### src/rtl/maze_lane_merge_if.sv
// maze_lane_merge_if: bundles the seven-lane receive side and the merged output
// stream of one torus dimension. master = traffic source/sink around the merge,
// slave = the merge itself (consumes in_*, drives in_rdy and out_*).
interface maze_lane_merge_if #(
  parameter int LANES = 7,
  parameter int PKT_W = 23
);
  logic [LANES-1:0]       in_vld;
  logic [LANES-1:0]       in_rdy;
  logic [LANES*PKT_W-1:0] in_pkt;
  logic                   out_vld;
  logic                   out_rdy;
  logic [PKT_W-1:0]       out_pkt;
  logic [2:0]             out_lane;

  modport master (
    output in_vld, in_pkt, out_rdy,
    input  in_rdy, out_vld, out_pkt, out_lane
  );

  modport slave (
    input  in_vld, in_pkt, out_rdy,
    output in_rdy, out_vld, out_pkt, out_lane
  );
endinterface

### src/rtl/maze_lane_merge.sv
// maze_lane_merge: merges the seven per-offset IRS lanes of one torus dimension
// into a single registered packet stream. Lane i packet sits at
// bus.in_pkt[i*PKT_W +: PKT_W]; out_pkt/out_lane are registered, one entry deep.
// Ports: clk, rst (async, active-high), bus (maze_lane_merge_if.slave).
// Latency: input handshake at edge N -> output valid after edge N.
// Backpressure: out_vld & ~out_rdy forces every in_rdy low and holds out_pkt.
// Optional macro MAZE_MERGE_QOS_EN: QoS classes plus anti-starvation counter;
// without it the arbiter is plain round-robin and the qos bit is ignored.
module maze_lane_merge #(
  parameter int LANES = 7,
  parameter int PKT_W = 23
`ifdef MAZE_MERGE_QOS_EN
  , parameter int STARVE_MAX = 8
`endif
) (
  input logic clk,
  input logic rst,
  maze_lane_merge_if.slave bus
);

  logic [PKT_W-1:0] lane_pkt [LANES];
  logic [LANES-1:0] req;
  logic [LANES-1:0] cand;
  logic [LANES-1:0] grant;
  logic [2:0]       grant_idx;
  logic [2:0]       rr_ptr;
  logic             load;
  logic             xfer;

  logic             out_vld_q;
  logic [PKT_W-1:0] out_pkt_q;
  logic [2:0]       out_lane_q;

  always_comb begin
    for (int i = 0; i < LANES; i++) begin
      lane_pkt[i] = bus.in_pkt[i*PKT_W +: PKT_W];
    end
  end

  assign req = bus.in_vld;

`ifdef MAZE_MERGE_QOS_EN
  localparam int QOS_BIT = 20;

  logic [LANES-1:0] hi;
  logic [LANES-1:0] lo;
  logic [3:0]       starve_cnt;

  always_comb begin
    hi = '0;
    for (int i = 0; i < LANES; i++) begin
      hi[i] = req[i] & lane_pkt[i][QOS_BIT];
    end
  end

  assign lo = req & ~hi;

  // High class normally wins; once the low class has been passed over
  // STARVE_MAX times in a row it gets exactly one turn.
  always_comb begin
    cand = (hi != '0) ? hi : lo;
    if ((starve_cnt == 4'(STARVE_MAX)) && (lo != '0)) begin
      cand = lo;
    end
  end
`else
  assign cand = req;
`endif

  // Round-robin search starting at rr_ptr; the first hit wins.
  always_comb begin
    int   idx;
    logic found;
    grant     = '0;
    grant_idx = '0;
    found     = 1'b0;
    idx       = 0;
    for (int k = 0; k < LANES; k++) begin
      idx = int'(rr_ptr) + k;
      if (idx >= LANES) begin
        idx = idx - LANES;
      end
      if (!found && cand[idx]) begin
        found      = 1'b1;
        grant[idx] = 1'b1;
        grant_idx  = 3'(idx);
      end
    end
  end

  assign load       = ~out_vld_q | bus.out_rdy;
  assign xfer       = load & (|grant);
  // rst gate keeps upstream from handshaking into a register held in reset.
  assign bus.in_rdy = grant & {LANES{load & ~rst}};

  always_ff @(posedge clk or posedge rst) begin
    if (rst) begin
      out_vld_q  <= 1'b0;
      out_pkt_q  <= '0;
      out_lane_q <= '0;
      rr_ptr     <= '0;
    end else if (load) begin
      if (xfer) begin
        out_vld_q  <= 1'b1;
        out_pkt_q  <= lane_pkt[grant_idx];
        out_lane_q <= grant_idx;
        rr_ptr     <= (grant_idx == 3'(LANES-1)) ? 3'd0 : grant_idx + 3'd1;
      end else begin
        // Bubble: payload and lane hold their last value.
        out_vld_q <= 1'b0;
      end
    end
  end

`ifdef MAZE_MERGE_QOS_EN
  always_ff @(posedge clk or posedge rst) begin
    if (rst) begin
      starve_cnt <= '0;
    end else if (xfer) begin
      if ((lo == '0) || ((hi & grant) == '0)) begin
        starve_cnt <= '0;
      end else if (starve_cnt != 4'(STARVE_MAX)) begin
        starve_cnt <= starve_cnt + 4'd1;
      end
    end
  end
`endif

  assign bus.out_vld  = out_vld_q;
  assign bus.out_pkt  = out_pkt_q;
  assign bus.out_lane = out_lane_q;

endmodule

### src/flat_wrapper.sv
// flat-port wrapper written by rule: the top's interface ports become plain ports
module maze_lane_merge_flat 
#(
  parameter int LANES = 7,
  parameter int PKT_W = 23

)
  (clk, rst, bus_in_vld, bus_in_pkt, bus_out_rdy, bus_in_rdy, bus_out_vld, bus_out_pkt, bus_out_lane);
  maze_lane_merge_if #(.LANES(LANES), .PKT_W(PKT_W)) bus_i ();
  input logic clk;
  input logic rst;
  input wire logic [$bits(bus_i.in_vld)-1:0] bus_in_vld;
  input wire logic [$bits(bus_i.in_pkt)-1:0] bus_in_pkt;
  input wire logic [$bits(bus_i.out_rdy)-1:0] bus_out_rdy;
  output wire logic [$bits(bus_i.in_rdy)-1:0] bus_in_rdy;
  output wire logic [$bits(bus_i.out_vld)-1:0] bus_out_vld;
  output wire logic [$bits(bus_i.out_pkt)-1:0] bus_out_pkt;
  output wire logic [$bits(bus_i.out_lane)-1:0] bus_out_lane;
  assign bus_i.in_vld = bus_in_vld;
  assign bus_i.in_pkt = bus_in_pkt;
  assign bus_i.out_rdy = bus_out_rdy;
  assign bus_in_rdy = bus_i.in_rdy;
  assign bus_out_vld = bus_i.out_vld;
  assign bus_out_pkt = bus_i.out_pkt;
  assign bus_out_lane = bus_i.out_lane;
  maze_lane_merge #(.LANES(LANES), .PKT_W(PKT_W)) u_core (.clk(clk), .rst(rst), .bus(bus_i));
endmodule
### config.mk
export PLATFORM = sky130hd
export DESIGN_NAME = maze_lane_merge_flat
export DESIGN_NICKNAME = d
export VERILOG_FILES = /design/src/rtl/maze_lane_merge_if.sv /design/src/rtl/maze_lane_merge.sv /design/src/flat_wrapper.sv
export SDC_FILE = /design/constraint.sdc
export NUM_CORES = 1
export LEC_CHECK = 0
export BUFFER_PORTS_ARGS = -buffer_cell sky130_fd_sc_hd__clkbuf_2
export CAP_MARGIN = 15
export CORE_AREA = 2 2 124 126
export CTS_CLUSTER_SIZE = 14
export DETAILED_ROUTE_END_ITERATION = 10
export DIE_AREA = 0 0 126 128
export SLEW_MARGIN = 20
export SYNTH_ARGS = -nofsm -noshare
export SYNTH_HDL_FRONTEND = slang
export SYNTH_SLANG_ARGS = --single-unit
### constraint.sdc
create_clock -name clk -period 9.8 [get_ports clk]
set_input_delay 0.49 -clock clk [delete_from_list [all_inputs] [get_ports clk]]
set_output_delay 0.49 -clock clk [all_outputs]
set_load 0.02 [all_outputs]
==> flow_summary.toml <==
[run_status]
run_status = "complete, no violations"

[global_route]
globalRouteOverflowTotal = 0
grt_first_pass_wirelength_microns = 31600
first_global_vias = 5877
antenna_violations_before_repair = 0
overall_fraction_of_global_route_tracks_in_use_pct = 24.4
maximum_number_of_pins_on_one_net_before_global_route_repair = 76

[route]
dr.max_layer_used = "met4"
routed-wl-met2_microns = 9940
met3_length_microns = 1160
detailed_route_drc_error_count = 0
drtIter0Drc = 401
num_vias = 6059
number_of_routed_nets_with_antenna_violations = 0
wire_per_inst_microns = 19.7
detail_route.first_pass.iterations = 5
met1_length_microns = 8130
average_vias_per_placed_instance = 5.90
finalWirelength_microns = 20200

[critical_path]
timing.critical_path.fanout_max = 75
worst-endpoint-arrival_ns = 6.88
ff2ff_setup_slack_ns = 3.08
critPathCaptureType = "flop"
crit_path_class = "reg2reg"
worst-endpoint-required_ns = 9.96
worstSetupStartpointType = "flop"

[sta]
transition_time_at_the_pin_with_the_least_slew_margin_ns = 1.05
clock-skew-final_ns = 0.00784
grt_setup_unrepaired = "no"
drv_slew = 0
period_share_pct = 68.6
slew_headroom_pct = 30.1
final.setup.tns_ns = 0
hold_viol = 0
final-setup-viol-count = 0
timing.final.crit_period_ns = 6.72
fmaxAchievable_ghz = 0.149

[die]
start_util_pct = 37.4
horizontal_extent_of_the_die_microns = 126
die_h_microns = 128
core_area_sq_um = 14900
die-area_sq_um = 16100
placementRows = 45
num_ports = 205

[clock_network]
postCtsHoldBufs = 0
cts_root_buf = "sky130_fd_sc_hd__clkbuf_16"
clk-insertion-delay-late_ns = 0.28
htree_num_levels = 2
postCtsResizedCells = 0
numClockSinks = 30
clock_path_buffers = 2
worst_path_clk_slew_ns = 0.05
number_of_buffers_created_by_cts = 5
post_cts.repair.setup_buffers = 0
tritoncts = "done"

[finish]
flow.area_growth_from_synthesis_pct = 20.5
layout.core_utilization_pct = 45.0
drive_above_1_share_pct = 41.6
insertedDiodeCount = 0
final_net_count = 1034
finalNonFillerCells = 1027

[logic_synthesis]
syn-num-nets = 874
count_leader_synth = "sky130_fd_sc_hd__nand2_1"
yosys.area.top_type_share_pct = 14.4
netlist_area_sq_um = 5560
yosysTopAreaCell = "sky130_fd_sc_hd__mux2_2"
yosys-top-cells-area = "sky130_fd_sc_hd__mux2_2 14%, sky130_fd_sc_hd__dfrtp_1 14%, sky130_fd_sc_hd__ha_1 5.2%"
synth.cells.most_frequent = "74 x sky130_fd_sc_hd__nand2_1, 71 x sky130_fd_sc_hd__mux2_2, 42 x sky130_fd_sc_hd__nor2_1, 33 x sky130_fd_sc_hd__buf_2, 30 x sky130_fd_sc_hd__dfrtp_1"
synth-async-reset-ratio_pct = 100
yosysSeqAreaShare_pct = 13.5
synth_cells = 679
synthesis_stage_register_bit_count = 30
ys_warn_count = 0
synth_top_flop_cell = "sky130_fd_sc_hd__dfrtp_1"
synthesis.area_per_instance_sq_um = 8.18
synth.lib_cells_used.distinct = 97
count_of_flip_flops_with_a_built_in_enable_after_synthesis = 0

[placed_design]
dpl.cell_count = 1020
gp_routability_congestion = 0.974
dp_hpwl_microns = 16100
port_buffers = 204

[job]
max-cap-violations = 0

[hold_path]
hp-class = "in2async"
-- critical path, cell delays in order (launching register included) --
cell and delay [ns]:
sky130_fd_sc_hd__dfrtp_1 0.31, sky130_fd_sc_hd__buf_4 0.48, sky130_fd_sc_hd__inv_1 0.47, sky130_fd_sc_hd__ha_1 1.13
sky130_fd_sc_hd__nand2b_1 0.39, sky130_fd_sc_hd__o21bai_1 0.28, sky130_fd_sc_hd__a2111oi_0 0.44, sky130_fd_sc_hd__a211oi_1 0.14
sky130_fd_sc_hd__o21ai_1 0.23, sky130_fd_sc_hd__or4b_1 0.64, sky130_fd_sc_hd__o21a_1 0.20, sky130_fd_sc_hd__a21oi_4 0.13
sky130_fd_sc_hd__buf_4 0.71, sky130_fd_sc_hd__mux2_2 0.42, sky130_fd_sc_hd__a22oi_2 0.18, sky130_fd_sc_hd__o211ai_1 0.10
sky130_fd_sc_hd__mux2_2 0.29
-- path summary, 6_finish.rpt --
kind	from	endpoint	cells past startpoint
min reg2reg	u_core.bus.out_pkt[5]	u_core.bus.out_pkt[5]	2
min	rst	u_core.bus.out_pkt[16]	3
max in group asynchronous	rst	u_core.bus.out_pkt[21]	3
max reg2reg	u_core.rr_ptr[0]	u_core.bus.out_pkt[15]	16
min in group clk	u_core.bus.out_pkt[5]	u_core.bus.out_pkt[5]	2
max	u_core.rr_ptr[0]	u_core.bus.out_pkt[15]	16
-- cell families after synthesis --
logic type / after synthesis / share of synthesized area [%]
flip-flops: 30 / 13.5
buffers and inverters: 81 / 7.97
adder cells (fa/ha/maj): 24 / 5.54
multiplexers: 88 / 17.9
AO/OA/AOI/OAI: 213 / 30.6
XOR/XNOR: 10 / 2.05
AND/OR/NAND/NOR: 233 / 22.4
-- metal layers --
metal | vias to the layer above | GRT usage, %
li1 | 2887 | -
met1 | 2792 | 30.3
met2 | 308 | 41.7
met3 | 72 | 3.05
met4 | 0 | 12.6
met5 | - | 0
-- layout by cell type, fill, tap and decap left out, types with 3 or more instances in the layout --
master | synthesis | routed
sky130_fd_sc_hd__clkbuf_2 | 0 | 204
sky130_fd_sc_hd__nand2_1 | 74 | 74
sky130_fd_sc_hd__mux2_2 | 71 | 71
sky130_fd_sc_hd__nor2_1 | 42 | 41
sky130_fd_sc_hd__dfrtp_1 | 30 | 30
sky130_fd_sc_hd__o21ai_1 | 27 | 27
sky130_fd_sc_hd__a21oi_1 | 27 | 27
sky130_fd_sc_hd__o21ai_0 | 23 | 23
sky130_fd_sc_hd__a22o_1 | 23 | 23
sky130_fd_sc_hd__ha_1 | 23 | 23
sky130_fd_sc_hd__nand2b_1 | 22 | 22
sky130_fd_sc_hd__nand3_1 | 22 | 22
sky130_fd_sc_hd__inv_1 | 20 | 20
sky130_fd_sc_hd__a221oi_2 | 17 | 17
sky130_fd_sc_hd__mux2i_1 | 14 | 14
sky130_fd_sc_hd__a31oi_1 | 10 | 10
sky130_fd_sc_hd__a221oi_1 | 9 | 9
sky130_fd_sc_hd__buf_4 | 4 | 9
sky130_fd_sc_hd__nor3_1 | 8 | 8
sky130_fd_sc_hd__nor4_1 | 8 | 8
sky130_fd_sc_hd__a21o_1 | 7 | 7
sky130_fd_sc_hd__or2_2 | 7 | 7
sky130_fd_sc_hd__nand4_1 | 7 | 7
sky130_fd_sc_hd__o211ai_1 | 6 | 6
sky130_fd_sc_hd__a211oi_1 | 6 | 6
sky130_fd_sc_hd__xnor2_1 | 6 | 6
sky130_fd_sc_hd__clkbuf_16 | 0 | 5
sky130_fd_sc_hd__o22ai_1 | 4 | 4
sky130_fd_sc_hd__nor3b_1 | 4 | 4
sky130_fd_sc_hd__nor4b_1 | 4 | 4
sky130_fd_sc_hd__o21a_1 | 3 | 3
sky130_fd_sc_hd__o22a_1 | 3 | 3
sky130_fd_sc_hd__a22oi_2 | 3 | 3
sky130_fd_sc_hd__a32o_1 | 3 | 3
sky130_fd_sc_hd__o31ai_1 | 3 | 3
sky130_fd_sc_hd__or3_1 | 3 | 3
sky130_fd_sc_hd__nand3b_1 | 3 | 3
sky130_fd_sc_hd__o311ai_0 | 3 | 3
-- stage by stage --
step / hold WS, ns / setup slack (ns) / area, sq um
after floorplan: 0.582 / 4.82 / 5560
after global placement: 0.467 / 3.27 / 6530
after detailed placement: 0.474 / 3.18 / 6530
after CTS: 0.281 / 3.20 / 6700
after global routing: 0.307 / 2.54 / 6700
final: 0.270 / 3.08 / 6700
-- flip-flops by register name, summed over array words and instances, names as in the netlist --
register,flops
u_core.bus.out_lane,3
u_core.bus.out_pkt,23
u_core.bus.out_vld,1
u_core.rr_ptr,3
-- area by class of cell --
cell class | instances | area [sq um]
fillers | 1526 | 8170
clock buffers | 6 | 139
repair buffers | 213 | 1090
clock inverters | 1 | 30.0
inverters | 21 | 78.8
multi-input cells | 568 | 4370
well taps | 188 | 235
flip-flops and latches | 30 | 751
Power is left out: the tool's default activity adds up to more than one toggle a clock period on the data nets, which glitch-free logic cannot reach.
